[config.mk]
export PLATFORM = sky130hd
export DESIGN_NAME = baud_gen
export DESIGN_NICKNAME = d
export VERILOG_FILES = /design/src/rtl/uart_pkg.sv /design/src/rtl/baud_div_cnt.sv /design/src/rtl/baud_gen.sv
export SDC_FILE = /design/constraint.sdc
export NUM_CORES = 1
export LEC_CHECK = 0
export BUFFER_PORTS_ARGS = -buffer_cell sky130_fd_sc_hd__buf_4
export CAP_MARGIN = 20
export CORE_MARGIN = 2
export CORE_UTILIZATION = 53
export CTS_CLUSTER_DIAMETER = 40
export DETAILED_ROUTE_END_ITERATION = 7
export PLACE_DENSITY = 0.76
export SYNTH_ARGS = -nofsm -noshare
export SYNTH_HDL_FRONTEND = slang
export SYNTH_SLANG_ARGS = --single-unit
[constraint.sdc]
create_clock -name clk -period 2.1 [get_ports clk]
set_input_delay 0.105 -clock clk [delete_from_list [all_inputs] [get_ports clk]]
set_output_delay 0.105 -clock clk [all_outputs]
set_load 0.01 [all_outputs]
[src/rtl/uart_pkg.sv]
// Shared UART timebase definitions: default field widths, word types,
// oversampling ratio and the baud generator's activity FSM encoding.
package uart_pkg;

  localparam int DL_WIDTH_DEF  = 16;
  localparam int PSD_WIDTH_DEF = 4;
  localparam int OVERSAMPLE    = 16;

  typedef logic [DL_WIDTH_DEF-1:0]               dl_word_t;
  typedef logic [PSD_WIDTH_DEF-1:0]              psd_word_t;
  typedef logic [DL_WIDTH_DEF+PSD_WIDTH_DEF-1:0] cnt_t;

  // IDLE loads the divisor itself on the first edge out of reset; LOAD is the
  // one-cycle dead time that follows a new_baud request.
  typedef enum logic [1:0] {
    ST_IDLE = 2'd0,
    ST_LOAD = 2'd1,
    ST_RUN  = 2'd2
  } baud_state_t;

endpackage

[src/rtl/baud_div_cnt.sv]
// Terminal-count down-counter: loads i_reload, counts down while enabled and
// reloads itself when it strobes o_tc at zero, giving a period of i_reload+1.
module baud_div_cnt #(
  parameter int WIDTH = 16
) (
  input  logic             clk,
  input  logic             reset,
  input  logic             i_load,
  input  logic [WIDTH-1:0] i_reload,
  input  logic             i_en,
  output logic             o_tc
);

  logic [WIDTH-1:0] r_cnt;

  assign o_tc = i_en && (r_cnt == '0);

  always_ff @(posedge clk or negedge reset) begin
    if (!reset) begin
      r_cnt <= '0;
    end else if (i_load) begin
      r_cnt <= i_reload;
    end else if (i_en) begin
      r_cnt <= (r_cnt == '0) ? i_reload : r_cnt - WIDTH'(1);
    end
  end

endmodule

[src/rtl/baud_gen.sv]
// Programmable 16550-style baud generator: clk / (DL*(psd+1)) gives the 16x
// sample_tick, and every 16th sample tick also raises baud_tick.
module baud_gen
  import uart_pkg::*;
#(
  parameter int DL_WIDTH  = DL_WIDTH_DEF,
  parameter int PSD_WIDTH = PSD_WIDTH_DEF
) (
  input  logic                 clk,
  input  logic                 reset,
  input  logic [DL_WIDTH-1:0]  divisor_latch,
  input  logic [PSD_WIDTH-1:0] psd,
  input  logic                 new_baud,
  input  logic                 enable_sample,
  input  logic                 enable_baud,
  output logic                 baud_tick,
  output logic                 sample_tick,
  output logic                 active,
  output baud_state_t          dbg_state
);

  localparam int SCW = $clog2(OVERSAMPLE);

  baud_state_t          r_state;
  baud_state_t          w_state_next;
  logic                 w_latch_en;
  logic [DL_WIDTH-1:0]  r_dl_l;
  logic [PSD_WIDTH-1:0] r_psd_l;
  logic [DL_WIDTH-1:0]  w_dl_next;
  logic [PSD_WIDTH-1:0] w_psd_next;
  logic [DL_WIDTH-1:0]  w_dl_reload;
  logic                 w_run;
  logic                 w_pre_tc;
  logic                 w_sample_strobe;
  logic                 w_baud_strobe;
  logic [SCW-1:0]       r_samp_cnt;
  logic                 r_sample_int;
  logic                 r_baud_int;

  always_ff @(posedge clk or negedge reset) begin
    if (!reset) begin
      r_state <= ST_IDLE;
    end else begin
      r_state <= w_state_next;
    end
  end

  always_comb begin
    w_state_next = r_state;
    w_latch_en   = 1'b0;
    case (r_state)
      ST_IDLE: begin
        w_latch_en   = 1'b1;
        w_state_next = ST_RUN;
      end
      ST_LOAD: begin
        w_latch_en   = new_baud;
        w_state_next = new_baud ? ST_LOAD : ST_RUN;
      end
      ST_RUN: begin
        w_latch_en   = new_baud;
        w_state_next = new_baud ? ST_LOAD : ST_RUN;
      end
      default: w_state_next = ST_IDLE;
    endcase
  end

  always_ff @(posedge clk or negedge reset) begin
    if (!reset) begin
      r_dl_l  <= '0;
      r_psd_l <= '0;
    end else if (w_latch_en) begin
      r_dl_l  <= divisor_latch;
      r_psd_l <= psd;
    end
  end

  // Counters preload from the value being latched on the same edge, so a
  // restart never runs one period with stale settings.
  assign w_dl_next   = w_latch_en ? divisor_latch : r_dl_l;
  assign w_psd_next  = w_latch_en ? psd : r_psd_l;
  // DL of zero wraps to all-ones here, which is the 2**DL_WIDTH divide.
  assign w_dl_reload = w_dl_next - DL_WIDTH'(1);
  assign w_run       = (r_state == ST_RUN) && !new_baud;

  baud_div_cnt #(
    .WIDTH (PSD_WIDTH)
  ) u_prescaler (
    .clk      (clk),
    .reset    (reset),
    .i_load   (w_latch_en),
    .i_reload (w_psd_next),
    .i_en     (w_run),
    .o_tc     (w_pre_tc)
  );

  baud_div_cnt #(
    .WIDTH (DL_WIDTH)
  ) u_dl_div (
    .clk      (clk),
    .reset    (reset),
    .i_load   (w_latch_en),
    .i_reload (w_dl_reload),
    .i_en     (w_pre_tc),
    .o_tc     (w_sample_strobe)
  );

  assign w_baud_strobe = w_sample_strobe && (r_samp_cnt == SCW'(OVERSAMPLE - 1));

  always_ff @(posedge clk or negedge reset) begin
    if (!reset) begin
      r_samp_cnt   <= '0;
      r_sample_int <= 1'b0;
      r_baud_int   <= 1'b0;
    end else begin
      r_sample_int <= w_sample_strobe;
      r_baud_int   <= w_baud_strobe;
      if (w_latch_en) begin
        r_samp_cnt <= '0;
      end else if (w_sample_strobe) begin
        r_samp_cnt <= r_samp_cnt + SCW'(1);
      end
    end
  end

  assign sample_tick = r_sample_int & enable_sample;
  assign baud_tick   = r_baud_int & enable_baud;
  assign active      = (r_state == ST_RUN);
  assign dbg_state   = r_state;

endmodule

==> results of run 1 <==
-- per-stage QoR --
step	setup TNS (ns)	instances	util (%)	worst slack (ns)	cell area (sq um)
floorplan	-0.233	327	-	-0.120	2970
global placement	-0.565	477	67.3	-0.123	3660
detailed placement	-1.05	477	67.3	-0.136	3660
CTS	-0.574	490	71.2	-0.146	3870
global route	-1.66	495	73.4	-0.248	3990
finish	-0.781	495	73.4	-0.176	3990
-- registers in the layout, indices dropped and copies added, names as in the netlist --
| signal | flops |
|---|---|
| r_dl_l | 16 |
| u_dl_div.r_cnt | 16 |
| r_psd_l | 4 |
| r_samp_cnt | 4 |
| u_prescaler.r_cnt | 4 |
| dbg_state | 2 |
| r_baud_int | 1 |
| r_sample_int | 1 |
-- power by group --
group | switching, mW | internal, mW | total (mW) | leakage (nW)
Sequential | 0.330 | 1.36 | 1.69 | 0.585
Combinational | 2.51 | 2.37 | 4.88 | 1.12
Clock | 0.359 | 0.390 | 0.749 | 0.0614
-- worst register-to-register path: cells and delay by family (launching register included) --
family                     cells  cell delay [ns]
AOI/OAI and AO/OA              4             0.85
DFF                            1             0.41
buffers and inverters          2             0.32
and+or+nand+nor                1             0.38
adders and majority gates      1             0.21
-- final timing paths --
check | start | slack (ns) | cells after the start | to
max | dbg_state[0] | -0.18 | 8 | u_dl_div.r_cnt[12]
max in group asynchronous | reset | 1.33 | 2 | u_dl_div.r_cnt[12]
max reg2reg | dbg_state[0] | -0.18 | 8 | u_dl_div.r_cnt[12]
min | psd[0] | -0.01 | 3 | r_psd_l[0]
min reg2reg | r_psd_l[0] | 0.50 | 2 | r_psd_l[0]
min in group asynchronous | reset | 0.33 | 2 | r_psd_l[2]
-- cell families after synthesis --
family	count (synthesis)	share of synthesized area [%]
mux	10	3.73
flops	48	40.7
xor+xnor	11	3.27
fa+ha+maj	7	2.97
compound gates	88	20.5
simple gates	135	23.5
buf+inv	28	5.30
-- layer usage --
metal	track usage (%)	vias to the layer above
met5	0	-
met1	38.2	1482
li1	-	1422
met2	47.9	131
met4	10.2	0
met3	4.83	23
-- area by class of cell --
cell class                      count  area [sq um]
Clock buffer                        6          82.6
Multi-Input combinational cell    251          1720
Timing Repair Buffer              104           810
Fill cell                         399          1450
Sequential cell                    48          1200
Tap cell                           72          90.1
Inverter                           12          47.5
Clock inverter                      2          38.8
-- repair_timing --
item,4_1_cts,5_1_grt
pin swaps,7,4
gates cloned,0,2
buffers inserted,2,3
hold endpoints to repair,50,0
gates resized for setup,10,22
hold buffers,3,0
setup endpoints to repair,15,18
-- placed cells by master, fill, tap and decap left out, drive strengths merged, types with 2 or more instances in the layout --
cell and n:
a211oi 4, a21o 3, a21oi 16, a221o 4
a31oi 6, a32o 2, and2 4, and3 5
and4 2, buf 101, clkbuf 6, dfrtp 48
dlygate4sd3 3, ha 7, inv 12, mux2 8
mux2i 2, nand2 35, nand2b 2, nand3 11
nand4 6, nor2 24, nor3 18, nor3b 3
nor4 10, nor4b 3, o211ai 4, o21ai 21
o221ai 2, o22ai 4, o31a 3, o31ai 2
or3 3, or4 4, xnor2 7, xor2 4
==> results by group, run 1 <==
Die
  • Die width: ~79 um
  • Die Y: slightly below 80 um
  • Core area: roughly 0.0054 sq mm
  • Initial Utilization: approximately 54%
  • Site row count: 27
  • Die area: between 0.006 and 0.007 sq mm
  • I/O pin cnt: 30

Critical path
  • Arrival time of the worst setup path: 2.50 ns
  • Critical-path maximum fanout: 8
  • CP max-delay cell: dfrtp_1
  • Critical Path RT: 2.33 ns
  • Biggest cell delay along the critical path: between 0.4 and 0.5 ns
  • Startpoint types: flip-flop
  • Cell family with most CP delay: compound AO/OA/AOI/OAI gates
  • Critical-path cell list: inv_2 > ha_4 > a21oi_2 > buf_4 > o21ai_0 > a22o_2 > or3_1 > a31oi_2
  • Worst path buffer plus inverter count: 2
  • CP Class: reg2reg
  • Crit. End Element: flip-flop

Placement
  • Dpl hpwl: 6270 um
  • PortBufs: 29
  • Routability cong.: 0.950

Clock network
  • CTS Buf Count: 5
  • Clock buffer depth: 2
  • TritonCTS clock tree: built
  • Worst-path clk slew: ~0.10 ns
  • Clk sinks: 48
  • Depth of the CTS H-tree: 2
  • Clock latency on the worst-skew pair: roughly 0.32 ns
  • Root Buffer: clkbuf_8

Yosys
  • Most common cell in the netlist: dfrtp_1
  • Yosys warning count: 0
  • Synth Register Bits: 48
  • Post-Syn Instances: 327
  • Synth area leader: dfrtp_1
  • Syn_nets: about 360
  • Synth cell types: between 60 and 70
  • Top_reg_cell synth: dfrtp_1
  • Top cells by area, synth: dfrtp_1 41%, nand2_1 4.5%, o21ai_0 3.6%
  • Post-synth top area share: between 40 and 50%
  • Synthesized area per cell: around 9.0 sq um
  • Ys async rst share: 100%
  • Post-synth EDFFs: 0
  • Sequential area share after synthesis: slightly above 40%
  • Mapped Area: around 0.003 sq mm
  • Top post-synthesis cells by count: 48 x dfrtp_1, 35 x nand2_1, 23 x nor2_1

Timing
  • Hold Slack: -0.00956 ns
  • Clk_skew: roughly 0.014 ns
  • Period utilization: 108%
  • Max Clk Rate: roughly 0.44 GHz
  • Slew of the pin with the lowest slew margin: around 0.64 ns
  • Worst rel slew slack: a little under three fifths
  • Worst Setup Slack, final: -0.176 ns
  • Final min period: between 2 and 2.5 ns
  • Finish-stage setup viols: 9
  • RSZ-0062 raised after global routing: yes
  • Slew Limit Fails: 0
  • Fin. Hold Viols: 2

Pwr
  • VDD IR max: 1160 uV
  • Power consumption: around 7.3 mW
  • Pwr dens: around 1800 mW/mm^2
  • LEAKAGE: 1.77 nW

Detailed routing
  • Wire length on met3: just under 600 um
  • Via count of the routed design: between 3000 and 4000
  • Met2 wire length: 4250 um
  • Highest Signal Layer: met4
  • Routed Antenna Nets: 0
  • DRT Pass-1 Iters: 6
  • Initial drt markers: about 290
  • Via density: slightly above 6
  • Wirelength per Cell: 18.0 um
  • Metal-1 WL: 3870 um
  • Drt drc: 0
  • Routed Wire Length: around 8900 um

Cells and area
  • Ant. Diodes: 0
  • Share of cells above drive strength 1: approximately a third
  • Fin nets: approximately 450
  • Area delta synth->final: 35.3%

Global routing
  • Largest net degree at the start of global routing: 49
  • Vias in the first global route: between 2000 and 3000
  • Initial antenna violation count: 0
  • First-pass GRT wire length: 13900 um
  • Gr ovfl total: 0
  • GRT Total Usage: 28.9%

Status
  • Outcome: complete, but fails checks
  • Failing checks: hold timing, setup timing

Job
  • Max_cap viols: 0

Min path
  • Hold Path Class: in2reg
(Power assumes the default switching activity.)
==> run 2, diff against run 1 <==
--- a/config.mk
+++ b/config.mk
@@ -11,6 +11,7 @@
 export CORE_UTILIZATION = 53
 export CTS_CLUSTER_DIAMETER = 40
 export DETAILED_ROUTE_END_ITERATION = 7
+export MAX_ROUTING_LAYER = met4
 export PLACE_DENSITY = 0.76
 export SYNTH_ARGS = -nofsm -noshare
 export SYNTH_HDL_FRONTEND = slang
==> results by group, run 2 (synthesis results as in run 1) <==
Status
  • Outcome: complete, but fails checks
  • Failing checks: hold timing, setup timing

Die
  • Site row count: 27 (unchanged)
  • Core area: 0.00544 sq mm (unchanged)
  • Die width: 78.6 um (unchanged)
  • I/O pin cnt: 30 (unchanged)
  • Initial Utilization: 54.2% (unchanged)
  • Die area: 0.00618 sq mm (unchanged)
  • Die Y: 78.6 um (unchanged)

Timing
  • RSZ-0062 raised after global routing: yes
  • Worst rel slew slack: 58.3% (+0.93 points)
  • Final min period: 2.28 ns (+0.00278 ns)
  • Hold Slack: -0.00177 ns (+0.00779 ns)
  • Slew Limit Fails: 0 (unchanged)
  • Period utilization: 108% (+0.13 points)
  • Fin. Hold Viols: 1 (-1)
  • Max Clk Rate: 0.439 GHz (-0.12%)
  • Slew of the pin with the lowest slew margin: 0.625 ns (-0.0139 ns)
  • Finish-stage setup viols: 10 (+1)
  • Worst Setup Slack, final: -0.178 ns (-0.00278 ns)
  • Clk_skew: 0.00737 ns (-0.00635 ns)

Clock network
  • Clock latency on the worst-skew pair: 0.31 ns (about the same)
  • CTS Buf Count: 5 (unchanged)
  • Clk sinks: 48 (unchanged)
  • Worst-path clk slew: 0.10 ns (about the same)
  • Depth of the CTS H-tree: 2 (unchanged)
  • Root Buffer: clkbuf_8
  • Clock buffer depth: 2 (unchanged)
  • TritonCTS clock tree: built

Global routing
  • Initial antenna violation count: 0 (unchanged)
  • Met1 Use GR: 39.4% (+1.2 points)
  • Vias in the first global route: 3017 (+2.0%)
  • Gr busiest metal: met2
  • First-pass GRT wire length: 14100 um (+1.6%)
  • Met2 GRT Util: 48.3% (+0.34 points)
  • GRT Total Usage: 30.3% (+1.3 points)
  • Met3 Track Usage GR: 5.40% (+0.57 points)
  • Largest net degree at the start of global routing: 49 (unchanged)
  • Gr ovfl total: 0 (unchanged)

Critical path
  • Worst flop-to-flop path endpoint: u_dl_div.r_cnt[8]
  • Crit. End Element: flip-flop
  • CP Class: reg2reg
  • Critical-path cell list: inv_2 > ha_4 > a21o_4 > a211o_4 > a221o_1 > a2111o_1 > a32o_1
  • R2r startpoint: dbg_state[0]
  • Startpoint types: flip-flop
  • Cell family with most CP delay: compound AO/OA/AOI/OAI gates
  • R2R depth: 7 (-1)
  • Critical-path maximum fanout: 5 (-3)
  • Biggest cell delay along the critical path: 0.40 ns (about the same)
  • Worst path buffer plus inverter count: 1 (-1)
  • Worst reg2reg setup slack: -0.18 ns (about the same)
  • Arrival time of the worst setup path: 2.49 ns (about the same)
  • Critical Path RT: 2.31 ns (-0.02 ns)
  • CP max-delay cell: dfrtp_1

Detailed routing
  • DRT Pass-1 Iters: 5 (-1)
  • Via count of the routed design: 3018 (-1.3%)
  • Initial drt markers: 252 (-13%)
  • Routed Antenna Nets: 0 (unchanged)
  • Wirelength per Cell: 17.4 um (-3.2%)
  • Routed Wire Length: 8670 um (-2.8%)
  • Via density: 6.07 (-1.7%)
  • Drt drc: 0 (unchanged)

Pwr
  • LEAKAGE: 1.78 nW (+0.47%)
  • VDD IR max: 1070 uV (-7.3%)
  • Pwr dens: 1830 mW/mm^2 (-0.39%)
  • Psw: 3.25 mW (+1.4%)
  • Sequential power share: 22.8% (-0.3 points)
  • Clock Power Share: 9.2% (-1.0 points)
  • Switch share: 43.7% (about the same)
  • Combinational Power Share: 67.9% (+1.2 points)
  • Internal Power: 4.19 mW (+1.5%)

Cells and area
  • Fin nets: 456 (+0.44%)
  • Area delta synth->final: 37.9%
  • Commonest non-fill, non-tap cell in the layout: buf_4
  • Biggest regs: r_dl_l: 16 flops, u_dl_div.r_cnt: 16 flops
  • Fillers: 379 (-5.0%)
  • Most frequent cells in the layout: 101 x buf_4, 48 x dfrtp_1, 33 x nand2_1, 22 x nor2_1, 17 x o21ai_0
  • Share of cells above drive strength 1: 38.8% (+4.5 points)
  • Post-route insts no fill: 497 (+0.40%)
  • Ant. Diodes: 0 (unchanged)
  • Core Util, Final: 74.8% (+1.4 points)

Job
  • Max_cap viols: 0 (unchanged)

Min path
  • Hold Path End: r_psd_l[2]
  • Hold Crit Depth: 3 (unchanged)
  • Worst Hold Launch: psd[2]
  • Hold Path Class: in2reg

Placement
  • Dpl hpwl: 6210 um (-1.1%)
  • Routability cong.: 0.948 (-0.20%)
  • Post-Place Cells: 476 (-0.21%)
  • PortBufs: 29 (unchanged)
-- run 2: changes by cell type in the layout (fill, tap and decap cells not counted), moves of 2 or more --
cell and change:
dlygate4sd3_1 -2, nand2_4 -2, nand2_2 +2, buf_4 +5
ha_1 -2, inv_1 -2, ha_2 +2, o21ai_2 +2
o21ai_0 -3, inv_2 +3
-- run 2: cell type report --
cell class | count | area, sq um | share of cell area, %
multi-input combinational | 251 | 1810 | 44.4
inverter | 12 | 45.0 | 1.11
timing repair buffer | 106 | 813 | 20.0
clock inverter | 3 | 42.5 | 1.05
sequential | 48 | 1200 | 29.5
tap | 72 | 90.1 | 2.21
clock buffer | 5 | 68.8 | 1.69
-- run 2: worst max-delay path by stage --
stage                 startpoint                  to  slack, ns  cells past startpoint
finish              dbg_state[0]   u_dl_div.r_cnt[8]      -0.18                      7
detailed placement  dbg_state[1]   u_dl_div.r_cnt[8]      -0.18                      7
CTS                 dbg_state[1]   u_dl_div.r_cnt[8]      -0.18                      7
global route        dbg_state[0]  u_dl_div.r_cnt[15]      -0.23                     10
floorplan           dbg_state[1]   u_dl_div.r_cnt[8]      -0.12                      8
global placement    dbg_state[1]   u_dl_div.r_cnt[8]      -0.11                      7
-- run 2: what timing repair did --
item,CTS,global route
cloned,0,1
pin swaps,6,6
resized for setup,10,42
buffers inserted,3,8
hold buffers,1,0
hold endpoints to repair,48,0
endpoints found under the setup margin,15,21
-- run 2: metal layers --
metal / wire (um) / up-vias
met4: 179 / 0
met5: 0 / -
met2: 4170 / 120
met3: 549 / 15
li1: - / 1432
met1: 3770 / 1451
-- run 2: power by group through the flow --
stage	clock network, mW	registers (mW)	logic [mW]
global route	0.735	1.76	5.45
finish	0.687	1.70	5.05
CTS	0.684	1.66	4.43
detailed placement	0	1.67	4.25
floorplan	0	1.66	2.59
global placement	0	1.67	4.15
-- run 2: metrics by stage --
step                      setup WS (ns)  hold slack (ns)  setup TNS, ns  area, sq um  power [mW]
after global routing             -0.231          0.00892          -2.03         4070        7.95
after detailed placement         -0.175            0.162         -0.871         3640        5.92
after CTS                        -0.180          0.00455         -0.647         3840        6.78
after global placement           -0.107            0.161         -0.444         3640        5.81
after floorplan                  -0.120           -0.191         -0.233         2970        4.25
final                            -0.178         -0.00177         -0.747         4070        7.44
-- run 2: worst register-to-register path: stages (launching register included) --
cell and delay (ns):
dfrtp_1 0.40, inv_2 0.08, ha_4 0.21, a21o_4 0.23
a211o_4 0.36, a221o_1 0.30, a2111o_1 0.36, a32o_1 0.22
